`src/rtl/snoop_arbiter.sv`:
```
// Shares one cache snoop port between NumReq coherency managers and routes CR/CD back in AC issue order.
// Define SNOOP_ARB_RR_EN for round-robin AC arbitration; otherwise the lowest requesting index wins.
module snoop_arbiter #(
    parameter int unsigned NumReq    = 2,
    parameter int unsigned AddrWidth = 64,
    parameter int unsigned DataWidth = 64,
    parameter int unsigned MaxTrans  = 4
) (
    input  logic                           clk_i,
    input  logic                           rst_ni,
    input  logic [NumReq*AddrWidth-1:0]    slv_ac_addr_i,
    input  logic [NumReq*3-1:0]            slv_ac_acprot_i,
    input  logic [NumReq*4-1:0]            slv_ac_acsnoop_i,
    input  logic [NumReq-1:0]              slv_ac_valid_i,
    output logic [NumReq-1:0]              slv_ac_ready_o,
    output logic [NumReq*5-1:0]            slv_cr_resp_o,
    output logic [NumReq-1:0]              slv_cr_valid_o,
    input  logic [NumReq-1:0]              slv_cr_ready_i,
    output logic [NumReq*DataWidth-1:0]    slv_cd_data_o,
    output logic [NumReq-1:0]              slv_cd_last_o,
    output logic [NumReq-1:0]              slv_cd_valid_o,
    input  logic [NumReq-1:0]              slv_cd_ready_i,
    output logic [AddrWidth-1:0]           mst_ac_addr_o,
    output logic [2:0]                     mst_ac_acprot_o,
    output logic [3:0]                     mst_ac_acsnoop_o,
    output logic                           mst_ac_valid_o,
    input  logic                           mst_ac_ready_i,
    input  logic [4:0]                     mst_cr_resp_i,
    input  logic                           mst_cr_valid_i,
    output logic                           mst_cr_ready_o,
    input  logic [DataWidth-1:0]           mst_cd_data_i,
    input  logic                           mst_cd_last_i,
    input  logic                           mst_cd_valid_i,
    output logic                           mst_cd_ready_o
);

    localparam int unsigned IdxW = (NumReq > 1) ? $clog2(NumReq) : 1;
    localparam int unsigned PtrW = (MaxTrans > 1) ? $clog2(MaxTrans) : 1;
    localparam int unsigned CntW = $clog2(MaxTrans + 1);

    function automatic logic [PtrW-1:0] ptr_inc(input logic [PtrW-1:0] p);
        return (p == PtrW'(MaxTrans - 1)) ? PtrW'(0) : p + PtrW'(1);
    endfunction

    logic [IdxW-1:0] cr_mem_r [MaxTrans];
    logic [IdxW-1:0] cd_mem_r [MaxTrans];
    logic [PtrW-1:0] cr_wr_ptr_r, cr_rd_ptr_r, cd_wr_ptr_r, cd_rd_ptr_r;
    logic [CntW-1:0] cr_cnt_r, cd_cnt_r;
    logic            lock_r;
    logic [IdxW-1:0] lock_idx_r;
`ifdef SNOOP_ARB_RR_EN
    logic [IdxW-1:0] rr_ptr_r;
`endif

    logic [IdxW-1:0] arb_idx_s, cand_s, win_s, cr_head_s, cd_head_s;
    logic            cr_full_s, cr_empty_s, cd_full_s, cd_empty_s;
    logic            ac_hs_s, cr_hs_s, cd_push_s, cd_pop_s;

    // Full/empty come from registered counts only, so a same-cycle pop never frees a slot.
    assign cr_full_s  = (cr_cnt_r == CntW'(MaxTrans));
    assign cr_empty_s = (cr_cnt_r == CntW'(0));
    assign cd_full_s  = (cd_cnt_r == CntW'(MaxTrans));
    assign cd_empty_s = (cd_cnt_r == CntW'(0));
    assign cr_head_s  = cr_mem_r[cr_rd_ptr_r];
    assign cd_head_s  = cd_mem_r[cd_rd_ptr_r];

    // Pick the AC winner; a stalled grant is held by the lock until its handshake.
    always_comb begin
        arb_idx_s = '0;
        cand_s    = '0;
        for (int i = NumReq - 1; i >= 0; i--) begin
`ifdef SNOOP_ARB_RR_EN
            cand_s = IdxW'((32'(rr_ptr_r) + 32'(i)) % NumReq);
`else
            cand_s = IdxW'(i);
`endif
            arb_idx_s = slv_ac_valid_i[cand_s] ? cand_s : arb_idx_s;
        end
        win_s = lock_r ? lock_idx_r : arb_idx_s;
    end

    assign mst_ac_valid_o   = rst_ni & (|slv_ac_valid_i) & ~cr_full_s;
    assign ac_hs_s          = mst_ac_valid_o & mst_ac_ready_i;
    assign mst_ac_addr_o    = slv_ac_addr_i[32'(win_s)*AddrWidth +: AddrWidth];
    assign mst_ac_acprot_o  = slv_ac_acprot_i[32'(win_s)*3 +: 3];
    assign mst_ac_acsnoop_o = slv_ac_acsnoop_i[32'(win_s)*4 +: 4];

    assign mst_cr_ready_o = rst_ni & ~cr_empty_s & slv_cr_ready_i[cr_head_s]
                          & (~mst_cr_resp_i[0] | ~cd_full_s);
    assign cr_hs_s        = mst_cr_valid_i & mst_cr_ready_o;
    assign cd_push_s      = cr_hs_s & mst_cr_resp_i[0];
    assign mst_cd_ready_o = rst_ni & ~cd_empty_s & slv_cd_ready_i[cd_head_s];
    assign cd_pop_s       = mst_cd_valid_i & mst_cd_ready_o & mst_cd_last_i;

    assign slv_cr_resp_o = {NumReq{mst_cr_resp_i}};
    assign slv_cd_data_o = {NumReq{mst_cd_data_i}};
    assign slv_cd_last_o = {NumReq{mst_cd_last_i}};

    // Steer ready/valid one-hot to the granted AC initiator and the CR/CD FIFO heads.
    always_comb begin
        slv_ac_ready_o = '0;
        slv_cr_valid_o = '0;
        slv_cd_valid_o = '0;
        if (ac_hs_s) begin
            slv_ac_ready_o[win_s] = 1'b1;
        end else begin
            slv_ac_ready_o = '0;
        end
        if (rst_ni && mst_cr_valid_i && !cr_empty_s) begin
            slv_cr_valid_o[cr_head_s] = 1'b1;
        end else begin
            slv_cr_valid_o = '0;
        end
        if (rst_ni && mst_cd_valid_i && !cd_empty_s) begin
            slv_cd_valid_o[cd_head_s] = 1'b1;
        end else begin
            slv_cd_valid_o = '0;
        end
    end

    // Index FIFO of granted initiators awaiting their CR response.
    always_ff @(posedge clk_i or negedge rst_ni) begin
        if (!rst_ni) begin
            cr_mem_r    <= '{default: '0};
            cr_wr_ptr_r <= '0;
            cr_rd_ptr_r <= '0;
            cr_cnt_r    <= '0;
        end else begin
            if (ac_hs_s) begin
                cr_mem_r[cr_wr_ptr_r] <= win_s;
                cr_wr_ptr_r           <= ptr_inc(cr_wr_ptr_r);
            end
            if (cr_hs_s) begin
                cr_rd_ptr_r <= ptr_inc(cr_rd_ptr_r);
            end
            case ({ac_hs_s, cr_hs_s})
                2'b10:   cr_cnt_r <= cr_cnt_r + CntW'(1);
                2'b01:   cr_cnt_r <= cr_cnt_r - CntW'(1);
                default: cr_cnt_r <= cr_cnt_r;
            endcase
        end
    end

    // Index FIFO of DataTransfer responses awaiting their CD burst.
    always_ff @(posedge clk_i or negedge rst_ni) begin
        if (!rst_ni) begin
            cd_mem_r    <= '{default: '0};
            cd_wr_ptr_r <= '0;
            cd_rd_ptr_r <= '0;
            cd_cnt_r    <= '0;
        end else begin
            if (cd_push_s) begin
                cd_mem_r[cd_wr_ptr_r] <= cr_head_s;
                cd_wr_ptr_r           <= ptr_inc(cd_wr_ptr_r);
            end
            if (cd_pop_s) begin
                cd_rd_ptr_r <= ptr_inc(cd_rd_ptr_r);
            end
            case ({cd_push_s, cd_pop_s})
                2'b10:   cd_cnt_r <= cd_cnt_r + CntW'(1);
                2'b01:   cd_cnt_r <= cd_cnt_r - CntW'(1);
                default: cd_cnt_r <= cd_cnt_r;
            endcase
        end
    end

    // Grant lock for AC stability and the round-robin pointer.
    always_ff @(posedge clk_i or negedge rst_ni) begin
        if (!rst_ni) begin
            lock_r     <= 1'b0;
            lock_idx_r <= '0;
`ifdef SNOOP_ARB_RR_EN
            rr_ptr_r   <= '0;
`endif
        end else if (ac_hs_s) begin
            lock_r     <= 1'b0;
`ifdef SNOOP_ARB_RR_EN
            rr_ptr_r   <= IdxW'((32'(win_s) + 32'd1) % NumReq);
`endif
        end else if (mst_ac_valid_o) begin
            lock_r     <= 1'b1;
            lock_idx_r <= win_s;
        end else begin
            lock_r     <= lock_r;
        end
    end

endmodule

```
`config.mk`:
```
export PLATFORM = sky130hd
export DESIGN_NAME = snoop_arbiter
export DESIGN_NICKNAME = d
export VERILOG_FILES = /design/src/rtl/snoop_arbiter.sv
export SDC_FILE = /design/constraint.sdc
export NUM_CORES = 1
export LEC_CHECK = 0
export BUFFER_PORTS_ARGS = -buffer_cell sky130_fd_sc_hd__buf_4
export CAP_MARGIN = 0
export CORE_AREA = 2 2 172 174
export CTS_CLUSTER_SIZE = 28
export DETAILED_ROUTE_END_ITERATION = 10
export DIE_AREA = 0 0 174 176
export GPL_TIMING_DRIVEN = 0
export HOLD_SLACK_MARGIN = 0.06
export SYNTH_ARGS = -nofsm -noshare
export SYNTH_HDL_FRONTEND = slang
export SYNTH_SLANG_ARGS = --single-unit
```
`constraint.sdc`:
```
create_clock -name clk_i -period 3 [get_ports clk_i]
set_clock_uncertainty 0.15 [all_clocks]
set_input_delay 0.15 -clock clk_i [delete_from_list [all_inputs] [get_ports clk_i]]
set_output_delay 0.15 -clock clk_i [all_outputs]
set_load 0.02 [all_outputs]
```
==> results.sh, run 1 <==
export IMPL_post_route_min_period_ns=2.814
export IMPL_final_setup_tns_ns=0
export IMPL_crit_required_ns=3.04
export IMPL_holdCritStartpoint="mst_cr_resp_i[0]"
export IMPL_yosysMostFrequentCell="sky130_fd_sc_hd__nand2_1"
export IMPL_drive_above_1_share_pct=61.24
export IMPL_detail_route_wirelength_um=16980
export IMPL_vias_after_detailed_routing=4281
export IMPL_synth_top_flop_cell="sky130_fd_sc_hd__dfrtp_1"
export IMPL_firstDrtPassIters=4
export IMPL_maximum_root_to_sink_buffer_count=2
export IMPL_edff_count_synth=0
export IMPL_clock_tree_root_cell="sky130_fd_sc_hd__clkbuf_16"
export IMPL_floorplan_die_area_um2=30620
export IMPL_critical_path_peak_fanout=5
export IMPL_timing_rr_start="cr_rd_ptr_r[0]$_DFFE_PN0P_"
export IMPL_rsz0062_at_grt="no"
export IMPL_worst_hold_slack_ns=0.2140
export IMPL_power_per_cell_area_nw_per_um2=539.3
export IMPL_antenna_violating_nets_post_route=0
export IMPL_numPortBuffers=374
export IMPL_report_final_setup_viol=0
export IMPL_grt_overflow=0
export IMPL_synthesis_area_per_instance_um2=6.653
export IMPL_criticalPathCategory="reg -> reg"
export IMPL_fillCellCount=3237
export IMPL_maxSlewViolCount=0
export IMPL_cellLeakagePower_uw=0.003870
export IMPL_max_cap_check_violation_count=0
export IMPL_startpoint="cr_rd_ptr_r[0]$_DFFE_PN0P_"
export IMPL_stdcell_area_um2=6807
export IMPL_largest_net_degree_at_the_start_of_global_routing=25
export IMPL_top_level_ports=443
export IMPL_yosysSeqAreaShare_pct=18.02
export IMPL_gp_weighted_congestion=0.8174
export IMPL_grt_antenna_before_repair=1
export IMPL_ys_seq_elements=24
export IMPL_synth_async_sr_flop_share_pct=100.0
export IMPL_synth_distinct_cells=32
export IMPL_floorplan_initialDensity_pct=11.68
export IMPL_finalCritPeriodShare_pct=93.81
export IMPL_dpl_hpwl_um=15080
export IMPL_post_route_drc_count=0
export IMPL_timing_slew_headroom_pct=50.11
export IMPL_synthesis_instances=501
export IMPL_yosys_warnings=0
export IMPL_holdCritPathClass="in -> reg"
export IMPL_slew_at_the_pin_closest_to_its_max_slew_limit_ns=0.7482
export IMPL_final_net_count=1123
export IMPL_ys_top_cells_by_count="219 x sky130_fd_sc_hd__nand2_1, 140 x sky130_fd_sc_hd__buf_4, 24 x sky130_fd_sc_hd__dfrtp_1"
export IMPL_status="finished clean"
export IMPL_worst_setup_path_start_kind="flip-flop"
export IMPL_vdd_ir_drop_worst_v=0.0002086
export IMPL_cp_data_arrival_time_ns=2.85
export IMPL_clk_insertion_delay_late_ns=0.26
export IMPL_syn_nets=738
export IMPL_peak_freq_mhz=355.3
export IMPL_crit_path_end_kind="flip-flop"
export IMPL_final_hold_viol_count=0
export IMPL_synth_top_cell_area_share_pct=31.53
export IMPL_core_area_um2=28550
export IMPL_placed_cells=1259
export IMPL_vias_per_cell=3.368
export IMPL_num_rows=62
export IMPL_avgRoutedWirePerCell_um=13.36
export IMPL_cts_clk_slew_worst_paths_ns=0.07
export IMPL_global_route_usage_total_pct=10.02
export IMPL_final_cells=1271
export IMPL_mapped_cell_area_um2=3333
export IMPL_cts_tree="built"
export IMPL_placed_cell_areas_um2=6625
export IMPL_syn2layout_area_growth_pct=104.2
export IMPL_grt_pass1_vias=4154
export IMPL_wire_length_of_the_first_global_routing_pass_um=23870
export IMPL_synth_top_cells_by_area="sky130_fd_sc_hd__buf_4 32%, sky130_fd_sc_hd__nand2_1 25%, sky130_fd_sc_hd__dfrtp_1 18%"
export IMPL_cts_htree_levels=1
export IMPL_cts_buffers=3
export IMPL_die_h_um=176
export IMPL_cts_sink_count=24
export IMPL_chipWidth_um=174
export IMPL_synth_top_cell_by_area="sky130_fd_sc_hd__buf_4"
export IMPL_drt_iter0_markers=150
==> metrics by stage <==
step	power, uW	worst slack (ns)	util [%]
finish	3671	0.1858	23.84
global route	3972	0.04369	23.84
CTS	3672	0.008934	23.70
detailed placement	3267	0.02453	23.21
global placement	3224	0.09069	23.19
floorplan	2145	0.2549	-
==> what timing repair did <==
| item | in CTS | in global routing |
|---|---|---|
| gates resized for setup | 0 | 4 |
| pin swaps | 0 | 2 |
| buffers inserted | 0 | 4 |
| hold buffers | 3 | 0 |
| setup endpoints to repair | 16 | 1 |
| endpoints found under the hold margin | 25 | 0 |
==> cell type report <==
class,instances,area [um^2],share of cell area (%)
Clock inverter,1,30.03,0.4412
Tap cell,384,480.5,7.059
Clock buffer,3,75.07,1.103
Antenna cell,2,5.005,0.07353
Sequential cell,24,600.6,8.824
Timing Repair Buffer,381,2878,42.28
Inverter,17,63.81,0.9375
Multi-Input combinational cell,304,1567,23.01
Buffer,155,1107,16.27
==> kinds of logic (layout without fill, tap and decap cells) <==
kind of cell	after synthesis	after routing	synth area share, %
AND/OR/NAND/NOR	247	247	29.47
adder cells (fa/ha/maj)	14	14	5.706
AO/OA/AOI/OAI	22	22	4.204
other	0	2	0
XOR/XNOR	6	6	1.577
multiplexers	15	15	5.781
flip-flops	24	24	18.02
buffers and inverters	173	557	35.25
==> worst max-delay path, stage by stage, from the launching register on <==
cell and delay (ns):
sky130_fd_sc_hd__dfrtp_1 0.39, sky130_fd_sc_hd__mux4_2 0.58, sky130_fd_sc_hd__mux2_4 0.36, sky130_fd_sc_hd__and2_4 0.16, sky130_fd_sc_hd__inv_1 0.06, sky130_fd_sc_hd__ha_2 0.18
sky130_fd_sc_hd__inv_1 0.05, sky130_fd_sc_hd__fa_1 0.37, sky130_fd_sc_hd__xor2_1 0.15, sky130_fd_sc_hd__nor2_1 0.14, sky130_fd_sc_hd__xor2_1 0.15
==> report_power, final <==
part	total, uW	leakage, uW	internal (uW)	switching [uW]
logic	2650	0.00353	1190	1460
clock network	390	0.0000511	266	124
registers	631	0.000293	482	149
total	3670	0.00387	1940	1740
==> metal layers <==
layer / wire [um] / track usage [%] / share of wire, % / up-vias
met3: 1139 / 2.261 / 6.7 / 20
li1: - / - / - / 2173
met1: 6211 / 11.44 / 37 / 1893
met2: 9217 / 18.87 / 54 / 195
met4: 409 / 2.381 / 2.4 / 0
met5: 0 / 0 / 0 / -
==> worst paths after layout <==
check                                              to  slack [ns]  depth (start not counted)
max                           cd_cnt_r[2]$_DFFE_PN0P_        0.19                         10
min                        cr_rd_ptr_r[1]$_DFFE_PN0P_        0.21                          4
max reg2reg                   cd_cnt_r[2]$_DFFE_PN0P_        0.19                         10
min reg2reg                   cd_mem_r[1]$_DFFE_PN0P_        0.34                          1
max in group asynchronous     cd_cnt_r[1]$_DFFE_PN0P_        2.26                          3
min in group asynchronous  cd_wr_ptr_r[0]$_DFFE_PN0P_        0.29                          3
==> state kept, by name, summed over array words and instances (netlist names) <==
register	cells
cd_mem_r	4
cr_mem_r	4
cd_cnt_r	3
cr_cnt_r	3
cd_rd_ptr_r	2
cd_wr_ptr_r	2
cr_rd_ptr_r	2
cr_wr_ptr_r	2
lock_idx_r	1
lock_r	1
==> cells in the final DEF, fill, tap and decap left out, drive strengths merged, types with 3 or more instances in the layout <==
| cell | netlist | final |
|---|---|---|
| buf | 142 | 521 |
| nand2 | 219 | 219 |
| dfrtp | 24 | 24 |
| inv | 17 | 17 |
| clkbuf | 14 | 16 |
| nor2 | 15 | 15 |
| ha | 12 | 12 |
| mux2 | 11 | 11 |
| nand3 | 7 | 7 |
| o21ai | 7 | 7 |
| a21oi | 5 | 5 |
| xor2 | 4 | 4 |
| a31oi | 4 | 4 |
| nor3b | 3 | 3 |
Power figures use the tool's default switching activity.
==> run 2: changes to the inputs <==
--- a/config.mk
+++ b/config.mk
@@ -5,14 +5,16 @@
 export SDC_FILE = /design/constraint.sdc
 export NUM_CORES = 1
 export LEC_CHECK = 0
+export ABC_AREA = 1
 export BUFFER_PORTS_ARGS = -buffer_cell sky130_fd_sc_hd__buf_4
 export CAP_MARGIN = 0
-export CORE_AREA = 2 2 172 174
+export CORE_AREA = 2 2 173 175
 export CTS_CLUSTER_SIZE = 28
 export DETAILED_ROUTE_END_ITERATION = 10
-export DIE_AREA = 0 0 174 176
+export DIE_AREA = 0 0 175 177
 export GPL_TIMING_DRIVEN = 0
 export HOLD_SLACK_MARGIN = 0.06
+export MAX_ROUTING_LAYER = met4
 export SYNTH_ARGS = -nofsm -noshare
 export SYNTH_HDL_FRONTEND = slang
 export SYNTH_SLANG_ARGS = --single-unit
==> run 2 against run 1 <==
Cell count up 4.0%. Highest routed layer unchanged. Wire length is 25% higher. Via count grew 6.1%. Register-to-register slack gained 0.39 ns. Cell area up 1.4%. Critical path depth is 2 higher. Synthesized area increased by 4.6%. Global-route usage rose by 2.9 points. Sequential power down 4.9%. Critical endpoint unchanged. Core utilization shrank 0.24 points. Fmax is 3.9% higher. Combinational power up 13%.
==> results.sh, run 2 <==
export IMPL_yosysMostFrequentCell="sky130_fd_sc_hd__nand2_1"
export IMPL_detail_route_wirelength_um=21290
export IMPL_syn_nets=788
export IMPL_final_setup_tns_ns=0
export IMPL_post_route_min_period_ns=2.708
export IMPL_timing_slew_headroom_pct=38.74
export IMPL_cts_sink_count=24
export IMPL_crit_path_end_kind="flip-flop"
export IMPL_grt_antenna_before_repair=3
export IMPL_numPortBuffers=374
export IMPL_clock_tree_root_cell="sky130_fd_sc_hd__clkbuf_16"
export IMPL_worst_setup_path_start_kind="primary input"
export IMPL_cts_htree_levels=1
export IMPL_synth_top_cell_by_area="sky130_fd_sc_hd__buf_4"
export IMPL_cts_buffers=3
export IMPL_vdd_ir_drop_worst_v=0.0002833
export IMPL_net_switching_power_uw=2053
export IMPL_finalCritPeriodShare_pct=90.26
export IMPL_critical_path_peak_fanout=28
export IMPL_largest_net_degree_at_the_start_of_global_routing=29
export IMPL_placed_cell_areas_um2=6783
export IMPL_floorplan_initialDensity_pct=11.92
export IMPL_mapped_cell_area_um2=3487
export IMPL_internal_power_component_uw=1934
export IMPL_synth_top_cells_by_area="sky130_fd_sc_hd__buf_4 30%, sky130_fd_sc_hd__nand2_1 28%, sky130_fd_sc_hd__dfrtp_1 17%"
export IMPL_crit_required_ns=2.99
export IMPL_combinational_power_share_pct=75.2
export IMPL_avgRoutedWirePerCell_um=16.10
export IMPL_rsz0062_at_grt="no"
export IMPL_layout_cells_most_common_list="514 x sky130_fd_sc_hd__buf_4, 257 x sky130_fd_sc_hd__nand2_1, 24 x sky130_fd_sc_hd__dfrtp_1"
export IMPL_maxSlewViolCount=0
export IMPL_slew_at_the_pin_closest_to_its_max_slew_limit_ns=0.9189
export IMPL_grt_pass1_vias=4237
export IMPL_report_final_setup_viol=0
export IMPL_cellLeakagePower_uw=0.004012
export IMPL_critPathMostFrequentCell="sky130_fd_sc_hd__inv_1"
export IMPL_synth_top_flop_cell="sky130_fd_sc_hd__dfrtp_1"
export IMPL_clk_insertion_delay_late_ns=0.26
export IMPL_cts_hold_buffers=1
export IMPL_ys_top_cells_by_count="257 x sky130_fd_sc_hd__nand2_1, 140 x sky130_fd_sc_hd__buf_4, 24 x sky130_fd_sc_hd__dfrtp_1"
export IMPL_max_cap_check_violation_count=0
export IMPL_final_common_cell="sky130_fd_sc_hd__buf_4"
export IMPL_synth_top_cell_area_share_pct=30.14
export IMPL_stdcell_area_um2=6903
export IMPL_synthesis_instances=551
export IMPL_top_level_ports=443
export IMPL_yosys_warnings=0
export IMPL_cts_post_setup_buffers_inserted=0
export IMPL_crit_chain="dlygate4sd3_1, buf_4, inv_1, a31oi_1, nand4_2, inv_2, ha_1, inv_1, fa_1, a21oi_1, o21ai_0, xor2_1"
export IMPL_dpl_hpwl_um=19160
export IMPL_cts_tree="built"
export IMPL_status="finished clean"
export IMPL_biggestRegsByFlops="cd_mem_r x4, cr_mem_r x4"
export IMPL_drt_iter0_markers=204
export IMPL_synthesis_area_per_instance_um2=6.329
export IMPL_num_rows=63
export IMPL_die_h_um=177
export IMPL_wire_length_of_the_first_global_routing_pass_um=28180
export IMPL_yosysSeqAreaShare_pct=17.22
export IMPL_sequentialPowerShare_pct=15.1
export IMPL_antenna_violating_nets_post_route=0
export IMPL_firstDrtPassIters=4
export IMPL_final_core_util_pct=23.60
export IMPL_global_route_usage_total_pct=12.93
export IMPL_synth_distinct_cells=30
export IMPL_post_route_drc_count=0
export IMPL_syn2layout_area_growth_pct=97.95
export IMPL_edff_count_synth=0
export IMPL_criticalPathCategory="in -> reg"
export IMPL_cts_clk_slew_worst_paths_ns=0.06
export IMPL_cp_data_arrival_time_ns=2.70
export IMPL_final_hold_viol_count=0
export IMPL_critical_path_top_delay_family="buffers and inverters"
export IMPL_power_per_cell_area_nw_per_um2=577.6
export IMPL_worst_path_buf_inv=5
export IMPL_gp_weighted_congestion=0.7821
export IMPL_vias_after_detailed_routing=4541
export IMPL_core_area_um2=29240
export IMPL_holdCritPathClass="in -> reg"
export IMPL_synth_async_sr_flop_share_pct=100.0
export IMPL_switching_share_pct=51.50
export IMPL_cp_slowest_cell="sky130_fd_sc_hd__dlygate4sd3_1"
export IMPL_peak_freq_mhz=369.3
export IMPL_ys_seq_elements=24
export IMPL_report_power_total_uw=3987
export IMPL_grt_overflow=0
export IMPL_drive_above_1_share_pct=59.68
export IMPL_power_clock_fraction_pct=9.8
export IMPL_chipWidth_um=175
export IMPL_floorplan_die_area_um2=30980
export IMPL_critical_path_max_stage_delay_ns=0.53
export IMPL_final_net_count=1168
export IMPL_maximum_root_to_sink_buffer_count=2
export IMPL_post_cts_resized_instances=0
export IMPL_vias_per_cell=3.435
run 2: cell count changes after synthesis, sizes merged, moves of 5 or more:
cell	change
a21oi	+7
buf	+6
clkbuf	-7
inv	+11
mux2	-11
nand2	+47
nand4	+9
o21ai	+5
run 2: cells by family after synthesis:
family          after synthesis  synth area share, %
compound gates               25                3.624
xor+xnor                      4                1.005
fa+ha+maj                    14                5.454
buf+inv                     183                35.20
flops                        24                17.22
simple gates                301                37.50
run 2: stage by stage:
| stage | setup WS [ns] | hold slack [ns] | instances |
|---|---|---|---|
| after floorplan | 0.7660 | -0.2956 | 551 |
| after global placement | 0.5962 | -0.06217 | 1315 |
| after detailed placement | 0.5545 | -0.05576 | 1315 |
| after CTS | 0.2831 | 0.09240 | 1320 |
| after global routing | 0.04822 | 0.1142 | 1322 |
| final | 0.2923 | 0.09675 | 1322 |
run 2: cell type report:
class	instances	area (um^2)
buffer	155	1117
timing repair buffer	375	2818
clock inverter	1	30.03
tap	390	488.0
sequential	24	600.6
multi-input combinational	344	1659
fill	3308	22340
antenna	2	5.005
inverter	28	110.1
clock buffer	3	75.07
run 2: path summary, 6_finish.rpt:
| path | startpoint | to | slack (ns) | cells past startpoint |
|---|---|---|---|---|
| min in group asynchronous | rst_ni | cd_mem_r[3]$_DFFE_PN0P_ | 0.20 | 2 |
| worst min-delay path | mst_cr_valid_i | cd_mem_r[0]$_DFFE_PN0P_ | 0.1 | 4 |
| worst max-delay path | rst_ni | cd_cnt_r[2]$_DFFE_PN0P_ | 0.29 | 12 |
| max in group asynchronous | rst_ni | cd_rd_ptr_r[1]$_DFFE_PN0P_ | 2.22 | 2 |
| worst max register to register | cr_rd_ptr_r[0]$_DFFE_PN0P_ | cr_cnt_r[2]$_DFFE_PN0P_ | 0.58 | 13 |
| worst min register to register | cd_mem_r[2]$_DFFE_PN0P_ | cd_mem_r[2]$_DFFE_PN0P_ | 0.33 | 2 |
run 2: power by group through the flow:
stage	clock network (uW)	logic (uW)	registers, uW
final	390	3000	600
after floorplan	0	1770	574
after global routing	414	3290	630
after detailed placement	0	3040	607
after global placement	0	3010	600
after CTS	397	3050	602
run 2: worst register-to-register path, delay by kind of cell, from the launching register on:
family / cells / cell delay, ns
and+or+nand+nor: 6 / 0.61
adders and majority gates: 2 / 0.55
DFF: 1 / 0.42
AOI/OAI and AO/OA: 2 / 0.27
buffers and inverters: 2 / 0.16
xor gates and xnor gates: 1 / 0.15
run 2: routing by layer:
layer	share of wire, %	routed length [um]	global-route usage (%)	vias up
li1	-	-	-	2301
met1	38	8141	15.00	2023
met2	54	11530	23.16	209
met3	6.6	1404	2.771	8
met4	0.99	210	2.257	0
met5	0	0	-	-
==> run 3: changes to the inputs <==
--- a/config.mk
+++ b/config.mk
@@ -5,13 +5,13 @@
 export SDC_FILE = /design/constraint.sdc
 export NUM_CORES = 1
 export LEC_CHECK = 0
-export ABC_AREA = 1
 export BUFFER_PORTS_ARGS = -buffer_cell sky130_fd_sc_hd__buf_4
 export CAP_MARGIN = 0
-export CORE_AREA = 2 2 173 175
+export CORE_AREA = 2 2 171 173
+export CTS_CLUSTER_DIAMETER = 60
 export CTS_CLUSTER_SIZE = 28
 export DETAILED_ROUTE_END_ITERATION = 10
-export DIE_AREA = 0 0 175 177
+export DIE_AREA = 0 0 173 175
 export GPL_TIMING_DRIVEN = 0
 export HOLD_SLACK_MARGIN = 0.06
 export MAX_ROUTING_LAYER = met4
==> constraint.sdc (replaced) <==
create_clock -name clk_i -period 2.3 [get_ports clk_i]
set_clock_uncertainty 0.15 [all_clocks]
set_input_delay 0.115 -clock clk_i [delete_from_list [all_inputs] [get_ports clk_i]]
set_output_delay 0.115 -clock clk_i [all_outputs]
set_load 0.02 [all_outputs]
==> run 3 against run 2 <==
The flow now finishes with violations (negative setup slack). Power increased by 25%. Global-route usage decreased by 2.6 points. Non-clock buffer count increased by 14. Sequential share of layout area decreased by 0.098 points. Hold slack improved by 0.069 ns. Via count decreased by 5.7%. Critical path type is now reg -> reg. Clock power increased by 26%. Combinational power increased by 22%. Core utilization increased by 0.99 points. Wire length decreased by 21%. Largest cell class unchanged.
==> results.sh, run 3 (synthesis results as in run 1) <==
export IMPL_failed_checks="negative setup slack"
export IMPL_max_cap_check_violation_count=0
export IMPL_final_net_count=1131
export IMPL_status="complete, but fails checks"
export IMPL_timing_slew_headroom_pct=54.26
export IMPL_grt_use_met1_pct=12.08
export IMPL_top_level_ports=443
export IMPL_post_route_min_period_ns=2.670
export IMPL_num_rows=62
export IMPL_cp_data_arrival_time_ns=2.69
export IMPL_clock_tree_root_cell="sky130_fd_sc_hd__clkbuf_16"
export IMPL_drt_iter0_markers=104
export IMPL_firstDrtPassIters=4
export IMPL_cts_buffers=3
export IMPL_vdd_ir_drop_worst_v=0.0003217
export IMPL_grt_use_met2_pct=19.22
export IMPL_cts_tree="built"
export IMPL_gp_weighted_congestion=0.8561
export IMPL_vias_per_cell=3.352
export IMPL_multiInputGateArea_um2=1628
export IMPL_peak_freq_mhz=374.6
export IMPL_final_cells=1277
export IMPL_avgRoutedWirePerCell_um=13.12
export IMPL_criticalPathCategory="reg -> reg"
export IMPL_fillCellCount=3208
export IMPL_clk_insertion_delay_late_ns=0.26
export IMPL_drive_above_1_share_pct=64.28
export IMPL_holdCritPathClass="in -> reg"
export IMPL_grt_overflow=0
export IMPL_power_per_cell_area_nw_per_um2=713.5
export IMPL_floorplan_initialDensity_pct=11.74
export IMPL_layout_cells_most_common_list="523 x sky130_fd_sc_hd__buf_4, 218 x sky130_fd_sc_hd__nand2_1, 24 x sky130_fd_sc_hd__dfrtp_1"
export IMPL_core_area_um2=28390
export IMPL_grt_antenna_before_repair=0
export IMPL_floorplan_die_area_um2=30280
export IMPL_largest_net_degree_at_the_start_of_global_routing=25
export IMPL_cts_clk_slew_worst_paths_ns=0.07
export IMPL_dpl_hpwl_um=14680
export IMPL_cts_htree_levels=1
export IMPL_placed_cells=1259
export IMPL_rsz0062_at_grt="yes"
export IMPL_worst_r2r_setup_slack_ns=-0.37
export IMPL_crit_required_ns=2.32
export IMPL_detail_route_wirelength_um=16760
export IMPL_seqCellArea_um2=600.6
export IMPL_final_hold_viol_count=0
export IMPL_syn2layout_area_growth_pct=109.5
export IMPL_report_final_setup_viol=5
export IMPL_met3_demand_to_capacity_share_in_global_routing_pct=1.915
export IMPL_biggestRegsByFlops="cd_mem_r x4, cr_mem_r x4"
export IMPL_placed_cell_areas_um2=6658
export IMPL_setup_slack_ns=-0.3697
export IMPL_final_common_cell="sky130_fd_sc_hd__buf_4"
export IMPL_vias_after_detailed_routing=4281
export IMPL_cts_sink_count=24
export IMPL_antenna_violating_nets_post_route=0
export IMPL_finalCritPeriodShare_pct=116.1
export IMPL_numPortBuffers=374
export IMPL_critical_path_peak_fanout=4
export IMPL_post_route_drc_count=0
export IMPL_cellLeakagePower_uw=0.003972
export IMPL_global_route_usage_total_pct=10.34
export IMPL_maxSlewViolCount=0
export IMPL_worst_setup_path_start_kind="flip-flop"
export IMPL_wire_length_of_the_first_global_routing_pass_um=24030
export IMPL_stdcell_area_um2=6982
export IMPL_die_h_um=175
export IMPL_num_antenna_cells=0
export IMPL_crit_path_end_kind="flip-flop"
export IMPL_slew_at_the_pin_closest_to_its_max_slew_limit_ns=0.6776
export IMPL_grt_busiest_layer="met2"
export IMPL_grt_pass1_vias=4287
export IMPL_chipWidth_um=173
export IMPL_maximum_root_to_sink_buffer_count=2
run 3: power breakdown:
group / internal [uW] / total (uW) / switching, uW
registers: 630 / 826 / 196
logic: 1700 / 3660 / 1970
clock network: 346 / 491 / 145
run 3: layout make-up:
class                           instances  share of cell area [%]
Timing Repair Buffer                  389                   42.37
Multi-Input combinational cell        304                   23.32
Buffer                                155                   16.38
Sequential cell                        24                   8.602
Tap cell                              384                   6.882
Clock buffer                            3                   1.075
Inverter                               17                  0.9498
Clock inverter                          1                  0.4301
run 3: critical path: stages (launching register included):
cell and delay (ns):
sky130_fd_sc_hd__dfrtp_1 0.41, sky130_fd_sc_hd__mux4_2 0.57, sky130_fd_sc_hd__mux2_4 0.34, sky130_fd_sc_hd__and2_4 0.16, sky130_fd_sc_hd__inv_4 0.05, sky130_fd_sc_hd__ha_4 0.12, sky130_fd_sc_hd__inv_2 0.03, sky130_fd_sc_hd__fa_2 0.32
sky130_fd_sc_hd__xor2_1 0.15, sky130_fd_sc_hd__nor2_1 0.12, sky130_fd_sc_hd__xor2_1 0.16
run 3: worst paths after layout:
path                                      endpoint                       start  depth (start not counted)
setup / recovery           cd_cnt_r[2]$_DFFE_PN0P_  cr_rd_ptr_r[0]$_DFFE_PN0P_                         10
hold / removal             cr_mem_r[0]$_DFFE_PN0P_              mst_ac_ready_i                          5
setup reg to reg           cd_cnt_r[2]$_DFFE_PN0P_  cr_rd_ptr_r[0]$_DFFE_PN0P_                         10
hold reg to reg            cd_cnt_r[2]$_DFFE_PN0P_     cd_cnt_r[2]$_DFFE_PN0P_                          1
max in group asynchronous  cd_cnt_r[1]$_DFFE_PN0P_                      rst_ni                          3
min in group asynchronous  cr_cnt_r[0]$_DFFE_PN0P_                      rst_ni                          3
run 3: what timing repair did:
item	4_1_cts	5_1_grt
hold buffers	3	0
pin swaps	5	0
buffers inserted	11	1
setup endpoints to repair	77	56
gates resized for setup	17	17
hold endpoints to repair	25	0
run 3: layer usage:
| metal | share of wire [%] | vias up |
|---|---|---|
| met1 | 39 | 1909 |
| met3 | 6.5 | 8 |
| met2 | 54 | 176 |
| met4 | 0.28 | 0 |
| met5 | 0 | - |
| li1 | - | 2188 |
run 3: stage by stage:
stage | TNS (ns) | hold slack (ns) | worst slack [ns] | total power [uW] | util (%)
floorplan | -0.8477 | -0.3306 | -0.3609 | 2825 | -
global placement | -34.42 | -0.1011 | -0.9466 | 4264 | 23.44
detailed placement | -20.63 | -0.09389 | -0.8540 | 4328 | 23.45
CTS | -1.194 | 0.1819 | -0.3903 | 5033 | 24.46
global route | -1.699 | 0.2159 | -0.4838 | 5412 | 24.59
finish | -1.120 | 0.1662 | -0.3697 | 4982 | 24.59
